==> config.mk <==
export PLATFORM = sky130hd
export DESIGN_NAME = r200_hazard_ctrl_flat
export DESIGN_NICKNAME = d
export VERILOG_FILES = /design/src/rtl/r200_pkg.sv /design/src/rtl/r200_hazard_ctrl_if.sv /design/src/rtl/r200_hzd_shadow.sv /design/src/rtl/r200_hazard_ctrl.sv /design/src/flat_wrapper.sv
export SDC_FILE = /design/constraint.sdc
export NUM_CORES = 1
export LEC_CHECK = 0
export ABC_AREA = 0
export CAP_MARGIN = 20
export CELL_PAD_IN_SITES_DETAIL_PLACEMENT = 0
export CELL_PAD_IN_SITES_GLOBAL_PLACEMENT = 1
export CORE_MARGIN = 5
export CORE_UTILIZATION = 42
export CTS_BUF_LIST = sky130_fd_sc_hd__clkbuf_16
export DETAILED_ROUTE_END_ITERATION = 8
export PLACE_DENSITY_LB_ADDON = 0.2
export SLEW_MARGIN = 20
export SYNTH_ARGS = -nofsm -noshare
export SYNTH_HDL_FRONTEND = slang
export SYNTH_SLANG_ARGS = --single-unit
==> constraint.sdc <==
create_clock -name clk -period 4.8 [get_ports clk]
set_input_delay 1.2 -clock clk [delete_from_list [all_inputs] [get_ports clk]]
set_output_delay 1.2 -clock clk [all_outputs]
set_load 0.02 [all_outputs]
==> src/rtl/r200_pkg.sv <==
// Shared types and helpers for the r200 hazard controller.
// Latency: n/a (types, constants and a constant function only).
// Backpressure: n/a.
package r200_pkg;

    // Forwarding select value meaning "take the operand from the register file".
    localparam int FWD_RF = 0;

    // Widest register address a shadow entry can carry; narrower AW values
    // are zero-extended into this field.
    localparam int HZD_RD_W = 8;

    typedef struct packed {
        logic                valid;
        logic [HZD_RD_W-1:0] rd;
        logic                regwr;
        logic                isload;
    } hzd_entry_t;

    // Width of a forwarding select that encodes RF plus nfwd stages.
    function automatic int fwd_sel_w(input int nfwd);
        return $clog2(nfwd + 1);
    endfunction

endpackage

==> src/rtl/r200_hazard_ctrl_if.sv <==
// ID-side hazard interface: instruction fields and redirect in, controls and counters out.
// Latency: plain wires, no storage.
// Backpressure: stall/bubble returned to the pipeline; the master honours them.
interface r200_hazard_ctrl_if
    import r200_pkg::*;
#(
    parameter int NFWD = 3,
    parameter int AW   = 5,
    parameter int CNTW = 32
);
    localparam int SW = fwd_sel_w(NFWD);

    logic            id_valid;
    logic [AW-1:0]   id_rs1;
    logic [AW-1:0]   id_rs2;
    logic            id_rs1_use;
    logic            id_rs2_use;
    logic [AW-1:0]   id_rd;
    logic            id_regwr;
    logic            id_isload;
    logic            ex_redirect;
    logic            stall;
    logic            flush;
    logic            bubble;
    logic [SW-1:0]   rs1_fwd;
    logic [SW-1:0]   rs2_fwd;
    logic [CNTW-1:0] stall_cnt;
    logic [CNTW-1:0] flush_cnt;

    // Pipeline side: drives the ID instruction and the EX redirect.
    modport master (
        output id_valid, id_rs1, id_rs2, id_rs1_use, id_rs2_use,
               id_rd, id_regwr, id_isload, ex_redirect,
        input  stall, flush, bubble, rs1_fwd, rs2_fwd, stall_cnt, flush_cnt
    );

    // Hazard controller side.
    modport slave (
        input  id_valid, id_rs1, id_rs2, id_rs1_use, id_rs2_use,
               id_rd, id_regwr, id_isload, ex_redirect,
        output stall, flush, bubble, rs1_fwd, rs2_fwd, stall_cnt, flush_cnt
    );

endinterface

==> src/rtl/r200_hzd_shadow.sv <==
// Shadow pipeline of destination tags, one entry per stage after ID (0 = EX).
// Latency: 1 cycle per stage; entry 0 is loaded from i_ins on each posedge.
// Backpressure: none; i_ins_vld low inserts an invalid (bubble) entry.
// Ports: clk, rst (async, active-high), i_ins_vld/i_ins (entry-0 insert), o_ent (all entries).
module r200_hzd_shadow
    import r200_pkg::*;
#(
    parameter int NFWD = 3
) (
    input  logic                  clk,
    input  logic                  rst,
    input  logic                  i_ins_vld,
    input  hzd_entry_t            i_ins,
    output hzd_entry_t [NFWD-1:0] o_ent
);

    hzd_entry_t [NFWD-1:0] r_ent;

    always_ff @(posedge clk or posedge rst) begin
        if (rst) begin
            r_ent <= '0;
        end else begin
            r_ent[0] <= i_ins_vld ? i_ins : '0;
            // Older stages shift one step; the last (WB) entry simply retires.
            for (int k = 1; k < NFWD; k++) begin
                r_ent[k] <= r_ent[k-1];
            end
        end
    end

    assign o_ent = r_ent;

endmodule

==> src/rtl/r200_hazard_ctrl.sv <==
// Hazard controller: forwarding selects, load-use stall, redirect flush/bubble, event counters.
// Latency: controls are combinational (0 cycles) from inputs and the registered shadow.
// Backpressure: stall holds PC and IF/ID; bubble injects a NOP into ID/EX.
// Ports: clk, rst (async, active-high), hz (slave side of r200_hazard_ctrl_if).
// AW must not exceed r200_pkg::HZD_RD_W; LOAD_STAGE must lie in [0, NFWD).
module r200_hazard_ctrl
    import r200_pkg::*;
#(
    parameter int NFWD       = 3,
    parameter int AW         = 5,
    parameter int LOAD_STAGE = 2,
    parameter int CNTW       = 32
) (
    input  logic               clk,
    input  logic               rst,
    r200_hazard_ctrl_if.slave  hz
);

    localparam int SW = fwd_sel_w(NFWD);

    hzd_entry_t [NFWD-1:0] w_shadow;
    hzd_entry_t            w_ins;
    logic                  w_ins_vld;
    logic [SW-1:0]         w_rs1_sel;
    logic [SW-1:0]         w_rs2_sel;
    logic                  w_rs1_lu;
    logic                  w_rs2_lu;
    logic                  w_hazard;
    logic                  w_stall;
    logic                  w_flush;
    logic                  w_bubble;
    logic [CNTW-1:0]       r_stall_cnt;
    logic [CNTW-1:0]       r_flush_cnt;

    // Youngest matching producer wins: scan oldest to youngest so the lowest
    // index overwrites. x0 never forwards, so a zero source stays on the RF.
    function automatic logic [SW-1:0] fwd_pick(
        input hzd_entry_t [NFWD-1:0] ent,
        input logic [AW-1:0]         src,
        input logic                  src_use
    );
        logic [SW-1:0] sel;
        sel = SW'(FWD_RF);
        if (src_use && (src != '0)) begin
            for (int k = NFWD - 1; k >= 0; k--) begin
                if (ent[k].valid && ent[k].regwr && (ent[k].rd == HZD_RD_W'(src))) begin
                    sel = SW'(k + 1);
                end
            end
        end
        return sel;
    endfunction

    // The winning producer is a load whose data is not yet forwardable.
    function automatic logic load_use(
        input hzd_entry_t [NFWD-1:0] ent,
        input logic [SW-1:0]         sel
    );
        logic lu;
        lu = 1'b0;
        for (int k = 0; k < NFWD; k++) begin
            if ((sel == SW'(k + 1)) && ent[k].isload && (k < LOAD_STAGE)) begin
                lu = 1'b1;
            end
        end
        return lu;
    endfunction

    always_comb begin
        w_rs1_sel = fwd_pick(w_shadow, hz.id_rs1, hz.id_rs1_use);
        w_rs2_sel = fwd_pick(w_shadow, hz.id_rs2, hz.id_rs2_use);
        w_rs1_lu  = load_use(w_shadow, w_rs1_sel);
        w_rs2_lu  = load_use(w_shadow, w_rs2_sel);
        w_hazard  = w_rs1_lu | w_rs2_lu;
        // A redirect squashes the ID instruction, so it must not also stall.
        w_stall   = hz.id_valid & w_hazard & ~hz.ex_redirect;
        w_flush   = hz.ex_redirect;
        w_bubble  = w_stall | hz.ex_redirect;
        w_ins_vld = hz.id_valid & ~w_bubble;
        w_ins     = '{valid:  1'b1,
                      rd:     HZD_RD_W'(hz.id_rd),
                      regwr:  hz.id_regwr,
                      isload: hz.id_isload};
    end

    r200_hzd_shadow #(
        .NFWD (NFWD)
    ) u_shadow (
        .clk       (clk),
        .rst       (rst),
        .i_ins_vld (w_ins_vld),
        .i_ins     (w_ins),
        .o_ent     (w_shadow)
    );

    // Saturating event counters; they stick at all-ones instead of wrapping.
    always_ff @(posedge clk or posedge rst) begin
        if (rst) begin
            r_stall_cnt <= '0;
            r_flush_cnt <= '0;
        end else begin
            if (w_stall && (r_stall_cnt != {CNTW{1'b1}})) begin
                r_stall_cnt <= r_stall_cnt + CNTW'(1);
            end
            if (w_flush && (r_flush_cnt != {CNTW{1'b1}})) begin
                r_flush_cnt <= r_flush_cnt + CNTW'(1);
            end
        end
    end

    assign hz.stall     = w_stall;
    assign hz.flush     = w_flush;
    assign hz.bubble    = w_bubble;
    assign hz.rs1_fwd   = w_rs1_sel;
    assign hz.rs2_fwd   = w_rs2_sel;
    assign hz.stall_cnt = r_stall_cnt;
    assign hz.flush_cnt = r_flush_cnt;

endmodule

==> src/flat_wrapper.sv <==
// flat-port wrapper written by rule: the top's interface ports become plain ports
module r200_hazard_ctrl_flat import r200_pkg::*;
#(
    parameter int NFWD       = 3,
    parameter int AW         = 5,
    parameter int LOAD_STAGE = 2,
    parameter int CNTW       = 32
)
  (clk, rst, hz_id_valid, hz_id_rs1, hz_id_rs2, hz_id_rs1_use, hz_id_rs2_use, hz_id_rd, hz_id_regwr, hz_id_isload, hz_ex_redirect, hz_stall, hz_flush, hz_bubble, hz_rs1_fwd, hz_rs2_fwd, hz_stall_cnt, hz_flush_cnt);
  r200_hazard_ctrl_if #(.NFWD(NFWD), .AW(AW), .CNTW(CNTW)) hz_i ();
  input  logic clk;
  input  logic rst;
  input wire logic [$bits(hz_i.id_valid)-1:0] hz_id_valid;
  input wire logic [$bits(hz_i.id_rs1)-1:0] hz_id_rs1;
  input wire logic [$bits(hz_i.id_rs2)-1:0] hz_id_rs2;
  input wire logic [$bits(hz_i.id_rs1_use)-1:0] hz_id_rs1_use;
  input wire logic [$bits(hz_i.id_rs2_use)-1:0] hz_id_rs2_use;
  input wire logic [$bits(hz_i.id_rd)-1:0] hz_id_rd;
  input wire logic [$bits(hz_i.id_regwr)-1:0] hz_id_regwr;
  input wire logic [$bits(hz_i.id_isload)-1:0] hz_id_isload;
  input wire logic [$bits(hz_i.ex_redirect)-1:0] hz_ex_redirect;
  output wire logic [$bits(hz_i.stall)-1:0] hz_stall;
  output wire logic [$bits(hz_i.flush)-1:0] hz_flush;
  output wire logic [$bits(hz_i.bubble)-1:0] hz_bubble;
  output wire logic [$bits(hz_i.rs1_fwd)-1:0] hz_rs1_fwd;
  output wire logic [$bits(hz_i.rs2_fwd)-1:0] hz_rs2_fwd;
  output wire logic [$bits(hz_i.stall_cnt)-1:0] hz_stall_cnt;
  output wire logic [$bits(hz_i.flush_cnt)-1:0] hz_flush_cnt;
  assign hz_i.id_valid = hz_id_valid;
  assign hz_i.id_rs1 = hz_id_rs1;
  assign hz_i.id_rs2 = hz_id_rs2;
  assign hz_i.id_rs1_use = hz_id_rs1_use;
  assign hz_i.id_rs2_use = hz_id_rs2_use;
  assign hz_i.id_rd = hz_id_rd;
  assign hz_i.id_regwr = hz_id_regwr;
  assign hz_i.id_isload = hz_id_isload;
  assign hz_i.ex_redirect = hz_ex_redirect;
  assign hz_stall = hz_i.stall;
  assign hz_flush = hz_i.flush;
  assign hz_bubble = hz_i.bubble;
  assign hz_rs1_fwd = hz_i.rs1_fwd;
  assign hz_rs2_fwd = hz_i.rs2_fwd;
  assign hz_stall_cnt = hz_i.stall_cnt;
  assign hz_flush_cnt = hz_i.flush_cnt;
  r200_hazard_ctrl #(.NFWD(NFWD), .AW(AW), .LOAD_STAGE(LOAD_STAGE), .CNTW(CNTW)) u_core (.clk(clk), .rst(rst), .hz(hz_i));
endmodule
### After elaboration in Yosys (flattened, before gate mapping)

Index checks and enable logic that the tools add are counted.

* output and inout port bits: 71
* flip-flop bits (word level): 96
* bits of input ports: 23
* logic and storage cells: 66

* $add $sub $neg: 2
* equal/unequal tests: 12
* bitwise operators: 7
* reduce and logical (&&, ||, !) cells: 19
* multiplexer cells: 13

Operators by type and width (count)
* 32-bit by 1-bit adder with 32-bit output, second input constant: 2
* 32-bit != test, second input constant: 2
* 8-bit by 5-bit equality test with 1-bit output: 6
* 1-bit logical AND: 17
* 2-bit 2-to-1 mux: 8
* 11-bit 2-to-1 mux: 1
* 5-bit nonzero test: 2
* 2-bit by 1-bit equality test with 1-bit output, second input constant: 2
* 2-bit equality test, second input constant: 2
* 1-bit 2-to-1 mux: 4
* 1-bit AND: 3
* 1-bit inverter: 2
* 1-bit bitwise OR: 2

### Depth between registers and ports, before layout

Gate-level depths: netlist of run 1.

* depth after elaboration: 17
* depth in mapped cells: 9

### By module

A second synthesis of run 1 with hierarchy kept.

* cell total of the unflattened synthesis: 437
* area, all modules: 4753.3 um^2

Modules (own cells, without submodules)
* r200_hazard_ctrl: area an instance 3843.7 um^2, instances 1, sequential area each 1601.5 um^2, cells an instance 391
* r200_hzd_shadow: area an instance 909.6 um^2, instances 1, sequential area each 825.8 um^2, cells an instance 46

### Worst setup path before layout of run 1

OpenSTA, ideal clock, no wires.

* path kind: input -> output
* start: input port hz_id_rs2[1]
* end: output port hz_bubble
* stages: 7
* setup slack: 828 ps
* arrival time: 2772 ps
* data required time: 3600 ps
* path buffers: 1
* path through: or4_1 > o21ai_0 > nor2_1 > a2bb2oi_1 > o21ai_2 > buf_2 > a21o_1

* word-level cells in the longest chain between the ends: 14
* elaborated cells on any way between the ends: 22
* those cells by class: 5 x eq/ne; 6 x mux; 4 x bitwise; 7 x reduce/logical

RTL lines
* start, declared: RTL line flat_wrapper.sv:15 `input wire logic [$bits(hz_i.id_rs2)-1:0] hz_id_rs2;`
* 8-bit by 5-bit equality test with 1-bit output: RTL line r200_hazard_ctrl.sv:46 `if (ent[k].valid && ent[k].regwr && (ent[k].rd == HZD_RD_W'(src))) begin`
* 1-bit logical AND: RTL line r200_hazard_ctrl.sv:46
* 2-bit 2-to-1 mux (3 in series): RTL line r200_hazard_ctrl.sv:46
* 2-bit 2-to-1 mux (*): RTL line r200_hazard_ctrl.sv:44 `if (src_use && (src != '0)) begin`
* 2-bit by 1-bit equality test with 1-bit output: RTL line r200_hazard_ctrl.sv:62 `if ((sel == SW'(k + 1)) && ent[k].isload && (k < LOAD_STAGE)) begin`
* 1-bit logical AND: RTL line r200_hazard_ctrl.sv:62
* 1-bit 2-to-1 mux: RTL line r200_hazard_ctrl.sv:62
* 1-bit 2-to-1 mux (*): RTL line r200_hazard_ctrl.sv:62
* 1-bit bitwise OR (*): RTL line r200_hazard_ctrl.sv:74 `w_hazard = w_rs1_lu | w_rs2_lu;`
* 1-bit AND (*) (2 in series): RTL line r200_hazard_ctrl.sv:76 `w_stall = hz.id_valid & w_hazard & ~hz.ex_redirect;`
* 1-bit bitwise OR (*): RTL line r200_hazard_ctrl.sv:78 `w_bubble = w_stall | hz.ex_redirect;`
* end, declared: RTL line flat_wrapper.sv:24 `output wire logic [$bits(hz_i.bubble)-1:0] hz_bubble;`

Every way passes the cells marked *; elsewhere a longest branch is shown, timed or not.

### Worst setup path after layout of run 1

* start: input port hz_id_rs1[3]
* end: output port hz_rs1_fwd[0]

* word-level cells in the longest chain between the ends: 6
* elaborated cells on any way between the ends: 12
* those cells by class: 3 x eq/ne; 4 x mux; 5 x reduce/logical

RTL lines
* start, declared: RTL line flat_wrapper.sv:14 `input wire logic [$bits(hz_i.id_rs1)-1:0] hz_id_rs1;`
* 8-bit by 5-bit equality test with 1-bit output: RTL line r200_hazard_ctrl.sv:46
* 1-bit logical AND: RTL line r200_hazard_ctrl.sv:46
* 2-bit 2-to-1 mux (3 in series): RTL line r200_hazard_ctrl.sv:46
* 2-bit 2-to-1 mux (*): RTL line r200_hazard_ctrl.sv:44
* end, declared: RTL line flat_wrapper.sv:25 `output wire logic [$bits(hz_i.rs1_fwd)-1:0] hz_rs1_fwd;`

Marked as above.

==> results of run 1 <==
==> synthesized netlist by cell type (2+ instances only) <==
master                      n  share of area
sky130_fd_sc_hd__and4_4     2         0.0054
sky130_fd_sc_hd__dfrtp_1   87           0.52
sky130_fd_sc_hd__inv_1      8         0.0072
sky130_fd_sc_hd__nand3_1   25          0.030
sky130_fd_sc_hd__and2_1    11          0.016
sky130_fd_sc_hd__nor3_1     5         0.0060
sky130_fd_sc_hd__xnor2_1   60           0.13
sky130_fd_sc_hd__and3_1    19          0.028
sky130_fd_sc_hd__xor2_1    30          0.063
sky130_fd_sc_hd__buf_2      3         0.0036
sky130_fd_sc_hd__nand2b_1   3         0.0045
sky130_fd_sc_hd__nand4_1   27          0.040
sky130_fd_sc_hd__ha_1       2         0.0060
sky130_fd_sc_hd__clkbuf_1   3         0.0027
sky130_fd_sc_hd__nor4_1     5         0.0075
sky130_fd_sc_hd__or4_1      2         0.0036
sky130_fd_sc_hd__nand2_1   25          0.022
sky130_fd_sc_hd__o21ai_0    3         0.0036
sky130_fd_sc_hd__or2_2      2         0.0030
sky130_fd_sc_hd__and4_1     6          0.013
sky130_fd_sc_hd__o21a_1     3         0.0054
sky130_fd_sc_hd__nor2_1    20          0.018
==> registers in the layout, indices dropped and copies added (netlist names) <==
register,cells
u_core.u_shadow.o_ent,23
u_core.hz.stall_cnt,32
u_core.hz.flush_cnt,32
==> worst max-delay path by stage <==
| stage | slack, ns | from | to | cells past startpoint |
|---|---|---|---|---|
| CTS | 0.13 | hz_id_rs2[3] | hz_rs2_fwd[0] | 9 |
| global route | 0.007 | hz_id_rs2[2] | hz_bubble | 9 |
| floorplan | 0.83 | hz_id_rs2[1] | hz_bubble | 7 |
| finish | 0.19 | hz_id_rs1[3] | hz_rs1_fwd[0] | 8 |
| detailed placement | -0.04 | hz_id_rs2[2] | hz_stall | 8 |
| global placement | -0.05 | hz_id_rs2[2] | hz_stall | 8 |
==> layout make-up <==
class	count	area, um2
multi-input cells	279	1960
clock buffers	9	225
inverters	8	31.3
clock inverters	7	72.6
well taps	133	166
flip-flops and latches	87	2180
fillers	876	4060
repair buffers	113	1080
==> critical path, delay by kind of cell <==
family / cells / cell delay, ns
AO/OA/AOI/OAI: 1 / 0.19
XOR/XNOR: 1 / 0.16
AND/OR/NAND/NOR: 3 / 0.59
buffers and inverters: 3 / 1.27
==> kinds of logic (layout without fill, tap and decap cells) <==
group	after synthesis	after routing	share of synthesized area
compound gates	16	16	0.0280
xor+xnor	91	91	0.192
mux	2	2	0.00537
flops	87	87	0.519
fa+ha+maj	2	2	0.00596
simple gates	168	168	0.235
buf+inv	15	137	0.0152
==> power by group through the flow <==
stage	combinational, uW	sequential (uW)	clock [uW]
2_1_floorplan	89.0	853	0
3_3_place_gp	235	827	0
3_5_place_dp	240	827	0
4_1_cts	242	814	711
5_1_grt	260	819	741
6_report	235	813	693
==> placed cells by master (no fill, tap or decap), drive strengths merged, types with 4 or more instances in the layout <==
cell type	synthesis	final
clkdlybuf4s50	0	91
dfrtp	87	87
xnor2	61	61
xor2	30	30
nand4	29	29
nand2	25	25
nand3	25	25
nor2	21	21
buf	4	20
and3	20	20
and2	13	13
clkbuf	3	9
inv	8	8
and4	8	8
nor3	6	6
nor4	5	5
o21ai	4	4
clkinv	0	4
==> routing by layer <==
metal  part of all wire  GRT usage  vias to the layer above
met2               0.47      0.266                       73
met1               0.46      0.226                     1545
met4              0.014     0.0543                        0
met3              0.057     0.0423                       12
li1                   -          -                     1557
met5                  0          0                        -
==> stage by stage <==
stage	hold slack (ns)	worst slack, ns
floorplan	0.373	0.828
global placement	0.381	-0.0528
detailed placement	0.393	-0.0421
CTS	0.407	0.127
global route	0.425	0.00716
finish	0.405	0.194
==> impl_summary.log, run 1 <==
[metrics] status: completed
[metrics] wire length of the first global-routing pass: 16100 um
[metrics] Hold Crit Class: register to register
[metrics] Worst VDD drop: 0.196 mV
[metrics] detailed-route wire length per cell: 14.9 um
[metrics] Placement Cell Area: 5410 um2
[metrics] placement row count: 36
[metrics] final period utilization: 0.959
[metrics] DRC viols: 0
[metrics] critical path launch point type: input port
[metrics] cell count after synthesis: 381
[metrics] critical register-to-register path endpoint: u_core.hz.stall_cnt[1]
[metrics] Seq cells post-synth: 87
[metrics] post-layout instance count excluding filler cells: 636
[metrics] Sw Ratio: 0.258
[metrics] cell internal pwr: 1290 uW
[metrics] power per cell area: 305 nW/um2
[metrics] CTS clk-pin slew, worst paths: 0.06 ns
[metrics] setup TNS: 0 ns
[metrics] length in cells of the worst reg-to-reg path: 8
[metrics] CP peak stage delay: 0.65 ns
[metrics] syn_nets: 406
[metrics] final weighted congestion in routability-driven placement: 0.857
[metrics] Post-Synthesis Cell Area: 4200 um2
[metrics] overflow left after global routing: 0
[metrics] number of setup buffers added after CTS: 0
[metrics] crit path max fanout: 3
[metrics] reported net switching power: 449 uW
[metrics] placed instance count: 620
[metrics] Rel. slew slack: 0.464
[metrics] via count of the first global-routing pass: 3289
[metrics] I/O pin total: 94
[metrics] clock buffer count from CTS: 9
[metrics] required time at the endpoint of the critical path: 3.60 ns
[metrics] crit-path cells: clkdlybuf4s50_1, buf_4, xor2_1, nor4_1, nand3_1, nand2b_1, a21boi_0, clkdlybuf4s50_1
[metrics] hold path start: u_core.u_shadow.o_ent[10]
[metrics] setup repair after global routing missed its margin: false
[metrics] Non-Filler Cell Area, Final: 5710 um2
[metrics] total count of hold-check failures in the final report: 0
[metrics] EDFF count, synth: 0
[metrics] number of warnings reported in the yosys synthesis log: 0
[metrics] # diodes: 0
[metrics] count of buffers from port buffering: 93
[metrics] startpoint-to-endpoint class of the critical path: input port to primary output
[metrics] TritonCTS clock tree: yes
[metrics] post-layout utilization of the core: 0.584
[metrics] Worst Max-Slew Pin Slew: 0.796 ns
[metrics] max frequency: 0.217 GHz
[metrics] post-synthesis area per instance: 11.0 um2
[metrics] detail-routed via count per cell: 5.01
[metrics] Die Y: 110 um
[metrics] number of DRC markers after the initial detailed-route iteration: 85
[metrics] # hold bufs at CTS: 0
[metrics] pin count of the biggest net entering global routing: 40
[metrics] Period minus WS final: 4.61 ns
[metrics] overall die area: 12100 um2
[metrics] cts repair resizes: 2
[metrics] HPWL after DPL: 7080 um
[metrics] Crit. End Element: primary output
[metrics] width of the die: 110 um
[metrics] Via Count: 3187
[metrics] Critical Path Slowest Stage Cell: sky130_fd_sc_hd__clkdlybuf4s50_1
[metrics] Comb power frac: 0.135
[metrics] leading register cell type out of synthesis: sky130_fd_sc_hd__dfrtp_1
[metrics] Async SR Flop Fraction: 1.00
[metrics] initial antenna violation count: 0
[metrics] initial core utilization: 0.429
[metrics] 1st-pass router iterations: 4
[metrics] hold endpoint: u_core.u_shadow.o_ent[21]
[metrics] number of H-tree levels: 3
[metrics] Distinct cells, synth: 52
[metrics] Worst EP arrival: 3.41 ns
[metrics] source of the worst register-to-register timing path: u_core.u_shadow.o_ent[15]
[metrics] number of nets in the layout: 523
[metrics] Hold Crit Depth: 0
[metrics] max_cap viols: 0
[metrics] share of layout cells above drive strength 1: 0.109
[metrics] clock sink count: 87
[metrics] clk_lat worst skew: 0.33 ns
[metrics] Final Total Pwr: 1740 uW
[metrics] final WL: 9470 um
[metrics] final count of negative-setup-slack endpoints: 0
[metrics] Register-to-Register Setup Slack: 2.25 ns
[metrics] post-synthesis to final-layout area growth: 36.1%
[metrics] sequential share of power: 0.467
[metrics] Clock Path Buffers: 2
[metrics] register area share after synthesis: 0.519
[metrics] clock share of power: 0.398
[metrics] clock tree root buffer cell: sky130_fd_sc_hd__clkbuf_16
[metrics] max-slew violation total from the final report: 0
[metrics] number of nets with antenna violations after detailed routing: 0
[metrics] total leakage power: 0.00249 uW
[metrics] most repeated library cell on the critical path: sky130_fd_sc_hd__clkdlybuf4s50_1
[metrics] core footprint: 9770 um2
[metrics] global-route usage over all layers: 0.168
[metrics] Layout Skew: 0.00918 ns
Note: power is estimated with default switching activity, not from simulation.
==> run 2: changes to the inputs <==
- ABC_AREA: 0 -> unset
==> results of run 2 <==
Final layout, timing and power as in run 1 (identical DEF).
